## config.mk

```make
export PLATFORM = sky130hd
export DESIGN_NAME = rx_sync_fsm_flat
export DESIGN_NICKNAME = d
export VERILOG_FILES = /design/src/rtl/rx_pkg.sv /design/src/rtl/rx_sync_fsm_if.sv /design/src/rtl/rx_sync_fsm_sat_counter.sv /design/src/rtl/rx_sync_fsm.sv /design/src/flat_wrapper.sv
export SDC_FILE = /design/constraint.sdc
export NUM_CORES = 1
export LEC_CHECK = 0
export CORE_ASPECT_RATIO = 0.8
export CORE_MARGIN = 8
export CORE_UTILIZATION = 45
export CTS_CLUSTER_DIAMETER = 120
export DETAILED_ROUTE_END_ITERATION = 10
export PLACE_DENSITY = 0.74
export REMOVE_ABC_BUFFERS = 1
export SYNTH_ARGS = -nofsm -noshare
export SYNTH_HDL_FRONTEND = slang
export SYNTH_HIERARCHICAL = 1
export SYNTH_SLANG_ARGS = --single-unit
```

## constraint.sdc

```tcl
create_clock -name clk -period 2.24 [get_ports clk]
set_input_delay 0.224 -clock clk [delete_from_list [all_inputs] [get_ports clk]]
set_output_delay 0.224 -clock clk [all_outputs]
set_load 0.05 [all_outputs]
```

## src/rtl/rx_pkg.sv

```systemverilog
// Shared types and constants for the receive-side sync monitor.
//   state_t   : link state (LOSS, ACQ, SYNC)
//   K28_5     : comma byte value
//   ERR_LVL_W : width of the error-level hysteresis counter
//   is_comma  : true when a decoded symbol is a K28.5 comma
package rx_pkg;

    typedef enum logic [1:0] {
        LOSS = 2'd0,
        ACQ  = 2'd1,
        SYNC = 2'd2
    } state_t;

    localparam logic [7:0] K28_5     = 8'hBC;
    localparam int         ERR_LVL_W = 3;

    function automatic logic is_comma(input logic [7:0] d, input logic k);
        return k && (d == K28_5);
    endfunction

endpackage

```

## src/rtl/rx_sync_fsm_if.sv

```systemverilog
// Symbol bus between the decoder control stage, the sync monitor and the
// receive datapath.
//   data/kout/code_err           : decoded symbol, one per clock
//   data_out/kout_out/data_valid : forwarded symbol, 1-cycle latency
// Handshake: there is no backpressure. A symbol is presented every clock;
// the forwarded symbol is meaningful only in a cycle where data_valid=1,
// and the consumer must take it in that cycle.
interface rx_sync_fsm_if;
    logic [7:0] data;
    logic       kout;
    logic       code_err;
    logic [7:0] data_out;
    logic       kout_out;
    logic       data_valid;

    modport master (
        output data, kout, code_err,
        input  data_out, kout_out, data_valid
    );

    modport slave (
        input  data, kout, code_err,
        output data_out, kout_out, data_valid
    );
endinterface

```

## src/rtl/rx_sync_fsm_sat_counter.sv

```systemverilog
// Saturating up-counter with synchronous clear.
//   clk, rst_n : clock, asynchronous active-low reset
//   inc        : count up by one (holds at all-ones)
//   clr        : synchronous clear, wins over inc
//   count      : current value
module sat_counter #(
    parameter int W = 16
) (
    input  logic         clk,
    input  logic         rst_n,
    input  logic         inc,
    input  logic         clr,
    output logic [W-1:0] count
);

    always_ff @(posedge clk or negedge rst_n) begin
        if (!rst_n) begin
            count <= '0;
        end else if (clr) begin
            count <= '0;
        end else if (inc && (count != {W{1'b1}})) begin
            count <= count + W'(1);
        end
    end

endmodule

```

## src/rtl/rx_sync_fsm.sv

```systemverilog
// Comma-based link synchronisation monitor with error-level hysteresis.
//   clk, reset_n : symbol clock, asynchronous active-low reset
//   bus          : symbol in / forwarded symbol out (rx_sync_fsm_if.slave)
//   err_clr      : synchronous clear of err_count
//   sync_ok      : link synchronised (state is SYNC)
//   err_level    : current error level while in SYNC
//   lost_sync    : one-cycle pulse on SYNC->LOSS
//   err_count    : saturating count of code_err cycles
//   state_dbg    : current FSM state, for observation
module rx_sync_fsm
    import rx_pkg::*;
#(
    parameter int ACQ_COMMAS      = 3,
    parameter int GOOD_TO_RECOVER = 4,
    parameter int MAX_ERR         = 4,
    parameter int ERRCNT_W        = 16
) (
    input  logic                 clk,
    input  logic                 reset_n,
    rx_sync_fsm_if.slave         bus,
    input  logic                 err_clr,
    output logic                 sync_ok,
    output logic [ERR_LVL_W-1:0] err_level,
    output logic                 lost_sync,
    output logic [ERRCNT_W-1:0]  err_count,
    output state_t               state_dbg
);

    state_t                 state, state_nx;
    logic [3:0]             comma_cnt, comma_nx;
    logic [3:0]             good_cnt, good_nx;
    logic [ERR_LVL_W-1:0]   level_nx;
    logic                   lost_nx;
    logic                   comma;
    logic [ERR_LVL_W-1:0]   level_inc;
    logic [3:0]             comma_inc;
    logic [3:0]             good_inc;

    assign state_dbg = state;

    always_ff @(posedge clk or negedge reset_n) begin
        if (!reset_n) begin
            state          <= LOSS;
            comma_cnt      <= '0;
            good_cnt       <= '0;
            err_level      <= '0;
            lost_sync      <= 1'b0;
            sync_ok        <= 1'b0;
            bus.data_out   <= 8'h00;
            bus.kout_out   <= 1'b0;
            bus.data_valid <= 1'b0;
        end else begin
            state          <= state_nx;
            comma_cnt      <= comma_nx;
            good_cnt       <= good_nx;
            err_level      <= level_nx;
            lost_sync      <= lost_nx;
            sync_ok        <= (state_nx == SYNC);
            bus.data_out   <= bus.data;
            bus.kout_out   <= bus.kout;
            // Qualified on the state the symbol was accepted in, so the
            // error that drops sync is never marked valid.
            bus.data_valid <= (state == SYNC) && !bus.code_err;
        end
    end

    always_comb begin
        state_nx  = state;
        comma_nx  = comma_cnt;
        good_nx   = good_cnt;
        level_nx  = err_level;
        lost_nx   = 1'b0;
        // A comma carrying a decode error is an error, not a comma.
        comma     = is_comma(bus.data, bus.kout) && !bus.code_err;
        level_inc = err_level + ERR_LVL_W'(1);
        comma_inc = comma_cnt + 4'd1;
        good_inc  = good_cnt + 4'd1;

        case (state)
            LOSS: begin
                if (comma) begin
                    if (ACQ_COMMAS == 1) begin
                        state_nx = SYNC;
                        comma_nx = '0;
                        level_nx = '0;
                        good_nx  = '0;
                    end else begin
                        state_nx = ACQ;
                        comma_nx = 4'd1;
                    end
                end
            end
            ACQ: begin
                if (bus.code_err) begin
                    state_nx = LOSS;
                    comma_nx = '0;
                end else if (comma) begin
                    if (comma_inc == 4'(ACQ_COMMAS)) begin
                        state_nx = SYNC;
                        comma_nx = '0;
                        level_nx = '0;
                        good_nx  = '0;
                    end else begin
                        comma_nx = comma_inc;
                    end
                end
            end
            SYNC: begin
                if (bus.code_err) begin
                    good_nx = '0;
                    if (level_inc == ERR_LVL_W'(MAX_ERR)) begin
                        state_nx = LOSS;
                        level_nx = '0;
                        lost_nx  = 1'b1;
                        comma_nx = '0;
                    end else begin
                        level_nx = level_inc;
                    end
                end else if (err_level != '0) begin
                    // Each run of good symbols earns back one level.
                    if (good_inc == 4'(GOOD_TO_RECOVER)) begin
                        level_nx = err_level - ERR_LVL_W'(1);
                        good_nx  = '0;
                    end else begin
                        good_nx = good_inc;
                    end
                end else begin
                    good_nx = '0;
                end
            end
            default: begin
                state_nx = LOSS;
                comma_nx = '0;
                good_nx  = '0;
                level_nx = '0;
            end
        endcase
    end

    sat_counter #(.W(ERRCNT_W)) u_err_cnt (
        .clk   (clk),
        .rst_n (reset_n),
        .inc   (bus.code_err),
        .clr   (err_clr),
        .count (err_count)
    );

endmodule

```

## src/flat_wrapper.sv

```systemverilog
// flat-port wrapper written by rule: the top's interface ports become plain ports
module rx_sync_fsm_flat import rx_pkg::*;
#(
    parameter int ACQ_COMMAS      = 3,
    parameter int GOOD_TO_RECOVER = 4,
    parameter int MAX_ERR         = 4,
    parameter int ERRCNT_W        = 16
)
  (clk, reset_n, err_clr, sync_ok, err_level, lost_sync, err_count, state_dbg, bus_data, bus_kout, bus_code_err, bus_data_out, bus_kout_out, bus_data_valid);
  rx_sync_fsm_if bus_i ();
  input  logic clk;
  input  logic reset_n;
  input  logic err_clr;
  output logic sync_ok;
  output logic [ERR_LVL_W-1:0] err_level;
  output logic lost_sync;
  output logic [ERRCNT_W-1:0] err_count;
  output state_t state_dbg;
  input wire logic [$bits(bus_i.data)-1:0] bus_data;
  input wire logic [$bits(bus_i.kout)-1:0] bus_kout;
  input wire logic [$bits(bus_i.code_err)-1:0] bus_code_err;
  output wire logic [$bits(bus_i.data_out)-1:0] bus_data_out;
  output wire logic [$bits(bus_i.kout_out)-1:0] bus_kout_out;
  output wire logic [$bits(bus_i.data_valid)-1:0] bus_data_valid;
  assign bus_i.data = bus_data;
  assign bus_i.kout = bus_kout;
  assign bus_i.code_err = bus_code_err;
  assign bus_data_out = bus_i.data_out;
  assign bus_kout_out = bus_i.kout_out;
  assign bus_data_valid = bus_i.data_valid;
  rx_sync_fsm #(.ACQ_COMMAS(ACQ_COMMAS), .GOOD_TO_RECOVER(GOOD_TO_RECOVER), .MAX_ERR(MAX_ERR), .ERRCNT_W(ERRCNT_W)) u_core (.clk(clk), .reset_n(reset_n), .bus(bus_i), .err_clr(err_clr), .sync_ok(sync_ok), .err_level(err_level), .lost_sync(lost_sync), .err_count(err_count), .state_dbg(state_dbg));
endmodule
```

==> results of run 1 <==
## registers in the layout (all words and copies together), names as in the netlist
name and count:
u_core/comma_cnt 4, u_core/bus.data_valid 1, u_core/sync_ok 1, u_core/lost_sync 1, u_core/err_level 3, u_core/good_cnt 4
u_core/u_err_cnt/count 16, u_core/bus.kout_out 1, u_core/state_dbg 2, u_core/bus.data_out 8
## cells in the mapped netlist (3+ instances only)
cell type,n
inv_1,10
nand3_1,8
clkbuf_1,7
nor2b_1,7
o22ai_1,3
or3_1,4
nor4_1,5
or4_1,6
nand2_1,17
mux2_1,4
nand4_1,6
o21ai_1,8
dfrtp_1,41
ha_1,10
and3_1,3
or4b_1,3
o21ai_0,3
o31ai_1,10
nor2_1,10
a21oi_1,15
## layer usage
layer / vias to the layer above / routed length, um / track usage [%]
met1: 946 / 2600 / 19.9
li1: 938 / - / -
met2: 31 / 2460 / 22.5
met5: - / 0 / 0
met4: 0 / 58 / 4.20
met3: 6 / 271 / 3.95
## worst max-delay path: stages
cell,delay [ns]
clkdlybuf4s50_1,0.43
or4b_1,0.54
or3_4,0.42
o221a_4,0.29
or4_1,0.47
nand3_1,0.09
## final timing paths
kind,from,end,cells after the start,slack (ns)
setup / recovery,bus_data[1],u_core/comma_cnt[3],6,0.02
hold / removal,reset_n,u_core/u_err_cnt/count[12],1,0.06
setup reg to reg,u_core/comma_cnt[0],u_core/err_level[0],6,0.10
hold reg to reg,u_core/good_cnt[2],u_core/good_cnt[2],1,0.53
max in group asynchronous,reset_n,u_core/comma_cnt[0],1,1.57
min in group clk,bus_data[4],u_core/bus.data_out[4],1,0.39
## power breakdown
group          switching [mW]  internal (mW)  total, mW  leakage [nW]
clock network           0.263          0.362      0.625        0.0574
registers              0.0885          0.804      0.893         0.543
logic                   0.312          0.201      0.513         0.638
## cell families after synthesis
logic type / share of synthesized area (%)
AND/OR/NAND/NOR: 25.4
AO/OA/AOI/OAI: 16.7
flip-flops: 46.1
buffers and inverters: 3.37
adder cells (fa/ha/maj): 5.62
multiplexers: 2.02
XOR/XNOR: 0.788
## final cells by class
cell class	instances	area, um2	share of cell area (%)
multi-input cells	161	1130	38.7
inverters	10	37.5	1.28
well taps	62	77.6	2.65
repair buffers	56	531	18.1
clock buffers	6	82.6	2.82
flip-flops and latches	41	1030	35.1
clock inverters	2	37.5	1.28
## what timing repair did
action / CTS / global route
endpoints found under the setup margin: 0 / 3
hold buffers: 0 / 0
resized for setup: 0 / 4
## through the flow
stage	util [%]	TNS (ns)	cell area, um2	std cells
after floorplan	-	-0.253	2190	212
after global placement	57.1	-0.676	2790	330
after detailed placement	57.1	-0.846	2790	330
after CTS	59.5	0	2910	338
after global routing	59.8	-0.0279	2920	338
final	59.8	0	2920	338
==> impl_metrics.csv, run 1 <==
group,metric,value,unit
place,dp_hpwl,3.84,mm
synth,synth_area_leader_cell,"dfrtp_1",
synth,syn-mean-instance-area,10.1,um2
clocking,ctsLongestPathBuffers,2,
worst_setup_path,cp.arrival,2.46,ns
timing,worstMarginPinSlew,0.906,ns
clocking,insertion_delay,0.30,ns
grt,grt_pass1_vias,1842,
power,p_leak,1.24,nW
routing,post-route-drc-count,0,
synth,synth-seq-cells,41,
layout,insertedDiodeCount,0,
routing,postRouteAntennaNets,0,
clocking,cts_made_buffers,5,
timing,hold_viol,0,
floorplanning,die_h,78.9,um
place,post-place-ws,-0.290,ns
synth,synthCells,220,
layout,syn2layout_area_growth,31.4,%
synth,async_flop_share,100,%
timing,drv_slew,0,
clocking,htreeDepth,2,
timing,setup_ws,0.0162,ns
worst_setup_path,cp_max_fo,5,
layout,layout_commonest_cell,"clkdlybuf4s50_1",
grt,grt_pass1_wl,8.92,mm
clocking,cts_tree,"built",
clocking,clock-sinks,41,
routing,drt_first_pass_iters,4,
grt,gr-total-overflow,0,
floorplanning,dieWidth,94.6,um
clocking,path_clk_slew,0.08,ns
floorplanning,row_count,23,
synth,ys_types,51,
synth,synth_edf_count,0,
routing,wl_per_cell,16.0,um
routing,drt-vias-per-instance,5.68,
timing,setup_viol,0,
timing,relSlewSlack,39.6,%
layout,mostFrequentLayoutCells,"43 x clkdlybuf4s50_1, 40 x dfrtp_1, 17 x nand2_1",
job,max_cap_viol_count,0,
timing,holdWs,0.0570,ns
power,power.density,695,nW/um2
grt,antenna_found_initial,0,
timing,post-route-period-util,99.3,%
synth,syn_area,2220,um2
synth,yosys_warnings,6,
floorplanning,ios,46,
worst_setup_path,critPathLaunchType,"input pin",
clocking,postCtsSetupBuffers,0,
synth,synth_top_area_share,46.1,%
place,io_buffers,45,
synth,synth_flop_cell,"dfrtp_1",
layout,nNetsFinal,298,
routing,wl,5.39,mm
layout,fillers,429,
timing,layout_min_cycle_time,2.22,ns
grt,grtUsageTotal,14.7,%
routing,drt-initial-drc-count,105,
routing,num_vias,1921,
worst_setup_path,worst_setup_path_end_kind,"flop",
synth,ys_seq_area_share,46.1,%
clocking,cts_root_buf,"clkbuf_8",
synth,yosys-top-cells-area,"dfrtp_1 46%, ha_1 5.6%, a21oi_1 3.4%",
worst_setup_path,worstPathRequired,2.48,ns
power,ir_worst_vdd,0.533,mV
floorplanning,die-area,7460,um2
timing,max_freq,450,MHz
worst_setup_path,crit_type,"input pin to flop",
timing,fin_worst_skew,0.00832,ns
layout,drive_gt1_share,12.3,%
status,outcome,"finished clean",
floorplanning,core,4890,um2
power,power.total,2.03,mW
place,gp_congestion,0.796,
worst_hold_path,hold_path_class,"input pin to asynchronous set/reset pin",
floorplanning,initial_core_util,45.5,%
grt,grt_max_degree,42,
Note: power is estimated with default switching activity, not from simulation.
==> run 2: changes to the inputs <==
Settings changed: CORE_UTILIZATION 45 to 46, PLACE_DENSITY 0.74 to 0.76.
==> impl_metrics.csv, run 2 (synthesis results as in run 1) <==
group,metric,value,unit
power,power.total,1.90,mW
routing,postRouteAntennaNets,0,
floorplanning,core,4620,um2
worst_setup_path,worstPathRequired,2.46,ns
layout,syn2layout_area_growth,30.5,%
worst_hold_path,hold_path_class,"input pin to asynchronous set/reset pin",
timing,layout_min_cycle_time,2.18,ns
layout,largest_reg_flops,16,
job,max_cap_viol_count,0,
layout,reg_top3,"u_core/u_err_cnt/count x16, u_core/bus.data_out x8",
worst_setup_path,critPathLaunchType,"input pin",
timing,hold_viol,0,
layout,layout_commonest_cell,"clkdlybuf4s50_1",
layout,nNetsFinal,300,
grt,gr-total-overflow,0,
timing,rsz0062_at_grt,"no",
timing,setup_viol,0,
floorplanning,dieWidth,93.8,um
grt,grt_pass1_vias,1827,
clocking,path_clk_slew,0.07,ns
layout,mostFrequentLayoutCells,"44 x clkdlybuf4s50_1, 41 x dfrtp_1, 17 x nand2_1",
worst_setup_path,r2r_cells,6,
routing,drt-initial-drc-count,121,
clocking,cts_tree,"built",
place,dp_hpwl,3.84,mm
timing,holdWs,0.00124,ns
floorplanning,initial_core_util,48.1,%
routing,drt-vias-per-instance,5.80,
worst_setup_path,crit_path_cell_trace,"clkdlybuf4s50_1 -> or4b_1 -> or3_4 -> o221a_4 -> or4_1 -> nand3_1",
routing,wl,5.23,mm
power,ir_worst_vdd,0.660,mV
place,postPlaceCellArea,2810,um2
layout,drive_gt1_share,11.9,%
worst_setup_path,cp.arrival,2.40,ns
worst_setup_path,worst_setup_path_end_kind,"flop",
worst_setup_path,reg2reg_from,"u_core/comma_cnt[1]",
worst_setup_path,path_delay_family,"simple AND/OR/NAND/NOR gates",
floorplanning,die_h,78.2,um
routing,wl_per_cell,15.5,um
clocking,ctsLongestPathBuffers,2,
clocking,insertion_delay,0.28,ns
clocking,cts_root_buf,"clkbuf_8",
floorplanning,ios,46,
grt,grt_max_degree,42,
power,p_leak,1.23,nW
grt,grt_pass1_wl,8.78,mm
grt,antenna_found_initial,0,
grt,grtUsageTotal,14.5,%
layout,utilization,62.8,%
timing,worstMarginPinSlew,0.548,ns
timing,post-route-period-util,97.2,%
routing,drt_first_pass_iters,4,
clocking,clock-sinks,41,
clocking,cts_made_buffers,5,
worst_setup_path,cp_max_fo,3,
floorplanning,row_count,22,
worst_setup_path,slowest_stage,"or4b_1",
routing,num_vias,1953,
worst_setup_path,crit_type,"input pin to flop",
layout,largest_register,"u_core/u_err_cnt/count",
timing,fin_worst_skew,0.00559,ns
clocking,htreeDepth,2,
power,power.density,655,nW/um2
floorplanning,die-area,7330,um2
timing,relSlewSlack,63.0,%
timing,drv_slew,0,
worst_setup_path,r2r-end,"u_core/good_cnt[1]",
place,io_buffers,45,
worst_setup_path,r2r_slack,0.13,ns
layout,final_cells,337,
worst_setup_path,cpPeakStageDelay,0.51,ns
layout,design_area,2900,um2
timing,max_freq,459,MHz
place,dp_cells,330,
routing,post-route-drc-count,0,
place,gp_congestion,0.771,
worst_setup_path,crit_buf_inv,1,
status,outcome,"finished clean",
layout,insertedDiodeCount,0,
[run 2: changes by cell type in the layout (fill, tap and decap cells not counted), sizes merged]
cell,before,now
buf,12,14
bufinv,1,0
clkbuf,6,7
clkdlybuf4s50,43,44
clkinvlp,1,0
dlymetal6s2s,1,0
[run 2: worst max path at each step]
stage | start | endpoint | cells after the start
floorplan | u_core/u_err_cnt/count[0] | u_core/u_err_cnt/count[15] | 5
global placement | bus_code_err | u_core/comma_cnt[3] | 6
detailed placement | bus_code_err | u_core/comma_cnt[3] | 6
CTS | bus_code_err | u_core/comma_cnt[3] | 6
global route | bus_data[0] | u_core/comma_cnt[3] | 6
finish | bus_data[0] | u_core/comma_cnt[3] | 6
[run 2: report_power, final]
part	switching (mW)	internal [mW]
Clock	0.234	0.244
Sequential	0.0790	0.803
Combinational	0.326	0.215
[run 2: timing repair]
item | 4_1_cts | 5_1_grt
endpoints found under the setup margin | 0 | 5
buffers inserted | 0 | 0
gates resized for setup | 0 | 2
hold buffers | 0 | 0
[run 2: metal layers]
| metal | vias up | track usage [%] | wire, um |
|---|---|---|---|
| met3 | 5 | 3.90 | 341 |
| met2 | 54 | 22.7 | 2360 |
| met4 | 0 | 3.95 | 38 |
| li1 | 942 | - | - |
| met1 | 952 | 19.1 | 2490 |
| met5 | - | 0 | 0 |
[run 2: stage by stage]
step,TNS (ns),setup WS (ns)
finish,0,0.0623
global route,0,0.00219
CTS,0,0.0271
detailed placement,-0.802,-0.284
global placement,-0.642,-0.234
floorplan,-0.253,-0.0784
[run 2: cell type report]
cell class / count / area [um2]
fill: 401 / 1720
tap: 60 / 75.1
inverter: 10 / 37.5
multi-input combinational: 161 / 1140
clock buffer: 7 / 86.3
sequential: 41 / 1030
timing repair buffer: 58 / 543
==> RTL edit 1 (config.mk and constraints of run 2) <==
The package constant `ERR_LVL_W` goes from 3 to 6.
--- a/src/rtl/rx_pkg.sv
+++ b/src/rtl/rx_pkg.sv
@@ -14,3 +14,3 @@
     localparam logic [7:0] K28_5     = 8'hBC;
-    localparam int         ERR_LVL_W = 3;
+    localparam int         ERR_LVL_W = 6;
 
Interface: changed (resized err_level); port bits go from 46 to 49. The function was not compared with the original's and may differ.
==> RTL edit 1 against run 2 <==
  * Register-to-register slack got worse by 0.11 ns
  * Fmax decreased by 1.7%
  * Final area increased by 11%
  * Non-clock buffer count increased by 13
  * Wire length increased by 21%
  * Via count increased by 10%
  * Critical path depth increased by 1
  * Sequential cell count increased by 3
  * Area after synthesis increased by 8.5%
  * Setup slack got worse by 0.038 ns
  * Largest cell class unchanged
Power is not compared: it rests on default switching activity, and its combinational part moved more than twofold at a synthesized area within 25%.
==> RTL edit 1: results (changes against run 2) <==
Status
  – Status: finished clean (unchanged)

Critical path
  – Crit-path max FO: 9 (was 3)
  – Worst path top cell family by delay: compound AO/OA/AOI/OAI gates (was simple AND/OR/NAND/NOR gates)
  – Crit path max-delay cell type: or4b_4 (was or4b_1)
  – CP peak stage delay: 0.55 ns (was 0.51 ns)

Layout
  – Largest registers: u_core/u_err_cnt/count x16, u_core/bus.data_out x8, u_core/err_level x6 (was u_core/u_err_cnt/count x16, u_core/bus.data_out x8)
  – Layout cells sized above 1: 17.80% (was 11.91%)
  – Fin nets: 329 (was 300)

Drt
  – Wire length per cell: 17.10 microns (was 15.51 microns)
  – Met2 WL: 2.980 mm (was 2.362 mm)
  – DR vias/cell: 5.814 (was 5.795)
  – Initial drt markers: 61 (was 121)
  – Routed WL: 6.344 mm (was 5.227 mm)
  – Routed wl met3: 481 microns (was 341 microns)

STA
  – Clock Skew: 0.009773 ns (was 0.005585 ns)
  – Least-Margin Pin Slew: 0.5371 ns (was 0.5476 ns)

CTS
  – Post-CTS Hold Buffers: 1 (was 0)
  – Later-pin clock latency in the skew report: 0.30 ns (was 0.28 ns)
  – Clock transition at path regs: 0.09 ns (was 0.07 ns)

Yosys
  – Post-synthesis mux area share: 1.866% (was 2.025%)
  – XOR/XNOR share of the synthesized area: 0.7258% (was 0.7874%)
  – Cells after Synth: 239 (was 220)
  – Synth unique cells: 50 (was 51)
  – Area contributors post-synth: dfrtp_1, o31ai_1, ha_1 (was dfrtp_1, ha_1, a21oi_1)
  – Commonest cells in the netlist: dfrtp_1, nand2_1, a21oi_1 (unchanged)
  – Synth Area in Compound Gates: 19.91% (was 16.70%)

Hold path
  – Hold/Removal Path Class: in -> reg (was in -> async)

Placed design
  – RePlAce Congestion: 0.8488 (was 0.7706)
  – PortBufs: 48 (was 45)
  – Setup slack at placement: -0.1702 ns (was -0.2842 ns)

GRT
  – GRT Total Usage: 15.77% (was 14.46%)
  – Routing usage on met1: 20.37% (was 19.10%)
  – Global-route wire length before repair: 10.14 mm (was 8.783 mm)
  – Vias in the first global route: 2100 (was 1827)
  – GRT met2 Usage: 24.76% (was 22.70%)
RTL edit 1: cell types whose count changed in the layout (fill, tap and decap cells not counted), sizes merged, moves of 4 or more:
cell and change:
buf +9, o21ai +6, o31ai +5, nand2 +4
RTL edit 1: area by class of cell:
cell class,count,area [sq um]
flip-flops and latches,44,1104
clock buffers,7,86.33
well taps,62,77.57
clock inverters,1,7.507
repair buffers,71,650.6
inverters,11,41.29
fillers,395,1812
multi-input cells,175,1257
RTL edit 1: final timing paths:
kind,startpoint,to,cells past startpoint,slack [ns]
worst max-delay path,u_core/comma_cnt[0],u_core/err_level[2],7,0.02
worst min-delay path,bus_data[6],u_core/bus.data_out[6],1,0.38
worst max register to register,u_core/comma_cnt[0],u_core/err_level[2],7,0.02
worst min register to register,u_core/good_cnt[2],u_core/good_cnt[2],1,0.54
max in group asynchronous,reset_n,u_core/comma_cnt[1],3,1.23
min in group asynchronous,reset_n,u_core/u_err_cnt/count[14],2,0.43
RTL edit 1: power by group through the flow:
| stage | Clock (W) | Combinational, W | Sequential, W |
|---|---|---|---|
| floorplan | 0 | 0.000377 | 0.00128 |
| global placement | 0 | 0.00107 | 0.00100 |
| detailed placement | 0 | 0.00109 | 0.00100 |
| CTS | 0.000548 | 0.00111 | 0.000992 |
| global route | 0.000588 | 0.00124 | 0.00101 |
| finish | 0.000535 | 0.00116 | 0.000996 |
RTL edit 1: cell families (layout without fill, tap and decap cells):
kind of cell | Yosys count | count (layout)
compound gates | 66 | 66
xor+xnor | 2 | 2
fa+ha+maj | 8 | 8
buf+inv | 20 | 90
flops | 44 | 44
mux | 4 | 4
simple gates | 95 | 95
==> RTL edit 2 (flow settings as in run 2) <==
Made on the original files. Register the input `err_clr` before use. The logic sees it one clock later. The other inputs are not delayed to match.
--- a/src/rtl/rx_sync_fsm.sv
+++ b/src/rtl/rx_sync_fsm.sv
@@ -27,2 +27,8 @@
 );
+
+    logic err_clr_q;
+
+    always_ff @(posedge clk) begin
+        err_clr_q <= err_clr;
+    end
 
@@ -143,3 +149,3 @@
         .inc   (bus.code_err),
-        .clr   (err_clr),
+        .clr   (err_clr_q),
         .count (err_count)
Check against the original RTL: not equivalent (Yosys sat finds a counterexample within 4 cycles, from zero or initial values and one cycle with reset_n low).
==> RTL edit 2 against run 2 <==
  * Critical path depth unchanged
  * Area after synthesis up 0.90%
  * Combinational power about the same
  * Wire length about the same
  * Final area up 1.2%
  * Sequential share of layout area up 0.28 points
  * Non-clock buffer count up 1
  * First-iteration DRC count up 1.7%
  * Sequential power up 2%
  * Sequential cell count up 1
  * Setup slack better by 0.013 ns
  * Power up 2.9%
  * Largest cell class unchanged
==> RTL edit 2: results (changes against run 2) <==
GRT
  – Vias in the first global route: 1853 (was 1827)
  – Global-route wire length before repair: 8.749 mm (was 8.783 mm)
  – Largest net degree at the start of global routing: 22 (was 42)
  – GRT Total Usage: 14.55% (was 14.46%)

Yosys
  – Synth unique cells: 52 (was 51)
  – XOR/XNOR share of the synthesized area: 0.7804% (was 0.7874%)
  – Area contributors post-synth: dfrtp_1, ha_1, a21oi_1 (unchanged)
  – Post-synthesis mux area share: 2.007% (was 2.025%)
  – Synth async-reset ratio: 97.62% (was 100.0%)
  – Synth Area in Adders: 5.574% (was 5.624%)
  – Synth Area in Compound Gates: 16.56% (was 16.70%)

Drt
  – DR vias/cell: 5.732 (was 5.795)
  – Initial drt markers: 123 (was 121)

Placed design
  – DP Wirelength: 3.881 mm (was 3.841 mm)
  – RePlAce Congestion: 0.7678 (was 0.7706)
  – Setup slack at placement: -0.2915 ns (was -0.2842 ns)
  – Placed insts: 331 (was 330)

Layout
  – Layout cells sized above 1: 12.14% (was 11.91%)
  – Fin cells: 340 (was 337)
  – Fin nets: 302 (was 300)

Critical path
  – Crit-path max FO: 3 (unchanged)
  – Crit path max-delay cell type: clkdlybuf4s50_1 (was or4b_1)

STA
  – Clock Skew: 0.007935 ns (was 0.005585 ns)
  – Least-Margin Pin Slew: 0.5372 ns (was 0.5476 ns)

Hold path
  – Hold/Removal Path Class: in -> reg (was in -> async)

Status
  – Status: finished clean (unchanged)

Pwr
  – Net Switching: 0.0006732 W (was 0.0006389 W)
  – Peak VDD IR: 0.0006034 V (was 0.0006603 V)
  – Leakage power: 1.253 nW (was 1.228 nW)

CTS
  – Later-pin clock latency in the skew report: 0.30 ns (was 0.28 ns)
-- RTL edit 2: changes by cell type after synthesis --
cell,before,now
dfxtp_1,0,1
-- RTL edit 2: repair_timing --
item | in CTS | in global routing
resized for setup | 0 | 2
hold endpoints to repair | 20 | 0
hold buffers | 1 | 0
endpoints found under the setup margin | 0 | 2
-- RTL edit 2: path summary, 6_finish.rpt --
check,from,endpoint,slack [ns]
worst max-delay path,bus_data[2],u_core/comma_cnt[3],0.08
worst min-delay path,bus_data[6],u_core/bus.data_out[6],0.38
worst max register to register,u_core/comma_cnt[0],u_core/good_cnt[1],0.12
worst min register to register,u_core/good_cnt[2],u_core/good_cnt[2],0.53
max in group asynchronous,reset_n,u_core/u_err_cnt/count[3],1.17
min in group asynchronous,reset_n,u_core/bus.kout_out,0.41
-- RTL edit 2: cell type report --
| type | count | area, sq um |
|---|---|---|
| Inverter | 10 | 37.54 |
| Multi-Input combinational cell | 161 | 1129 |
| Clock buffer | 6 | 82.58 |
| Tap cell | 60 | 75.07 |
| Sequential cell | 42 | 1046 |
| Timing Repair Buffer | 59 | 555.5 |
| Clock inverter | 2 | 12.51 |
| Fill cell | 366 | 1714 |
-- RTL edit 2: cells by family (layout without fill, tap and decap cells) --
group / Yosys count / after routing
flops: 42 / 42
compound gates: 54 / 54
mux: 4 / 4
fa+ha+maj: 10 / 10
buf+inv: 18 / 77
xor+xnor: 2 / 2
simple gates: 91 / 91
-- RTL edit 2: metal layers --
| layer | vias up | wire length, microns | share of wire (%) | global-route usage, % |
|---|---|---|---|---|
| met2 | 54 | 2366 | 45 | 21.86 |
| li1 | 949 | - | - | - |
| met5 | - | 0 | 0 | 0 |
| met1 | 940 | 2464 | 47 | 19.57 |
| met4 | 0 | 51 | 0.98 | 5.529 |
| met3 | 6 | 343 | 6.6 | 3.707 |
-- RTL edit 2: power groups by stage --
stage / Clock (W) / Combinational [W] / Sequential, W
after floorplan: 0 / 0.000203 / 0.00104
after global placement: 0 / 0.000526 / 0.000916
after detailed placement: 0 / 0.000540 / 0.000916
after CTS: 0.000531 / 0.000545 / 0.000901
after global routing: 0.000566 / 0.000596 / 0.000914
final: 0.000515 / 0.000542 / 0.000901
-- RTL edit 2: metrics by stage --
stage | power, W | instance area [sq um] | TNS, ns
floorplan | 0.001241 | 2207 | -0.2526
global placement | 0.001442 | 2825 | -0.6578
detailed placement | 0.001457 | 2825 | -0.8127
CTS | 0.001977 | 2930 | 0
global route | 0.002076 | 2938 | 0
finish | 0.001958 | 2938 | 0
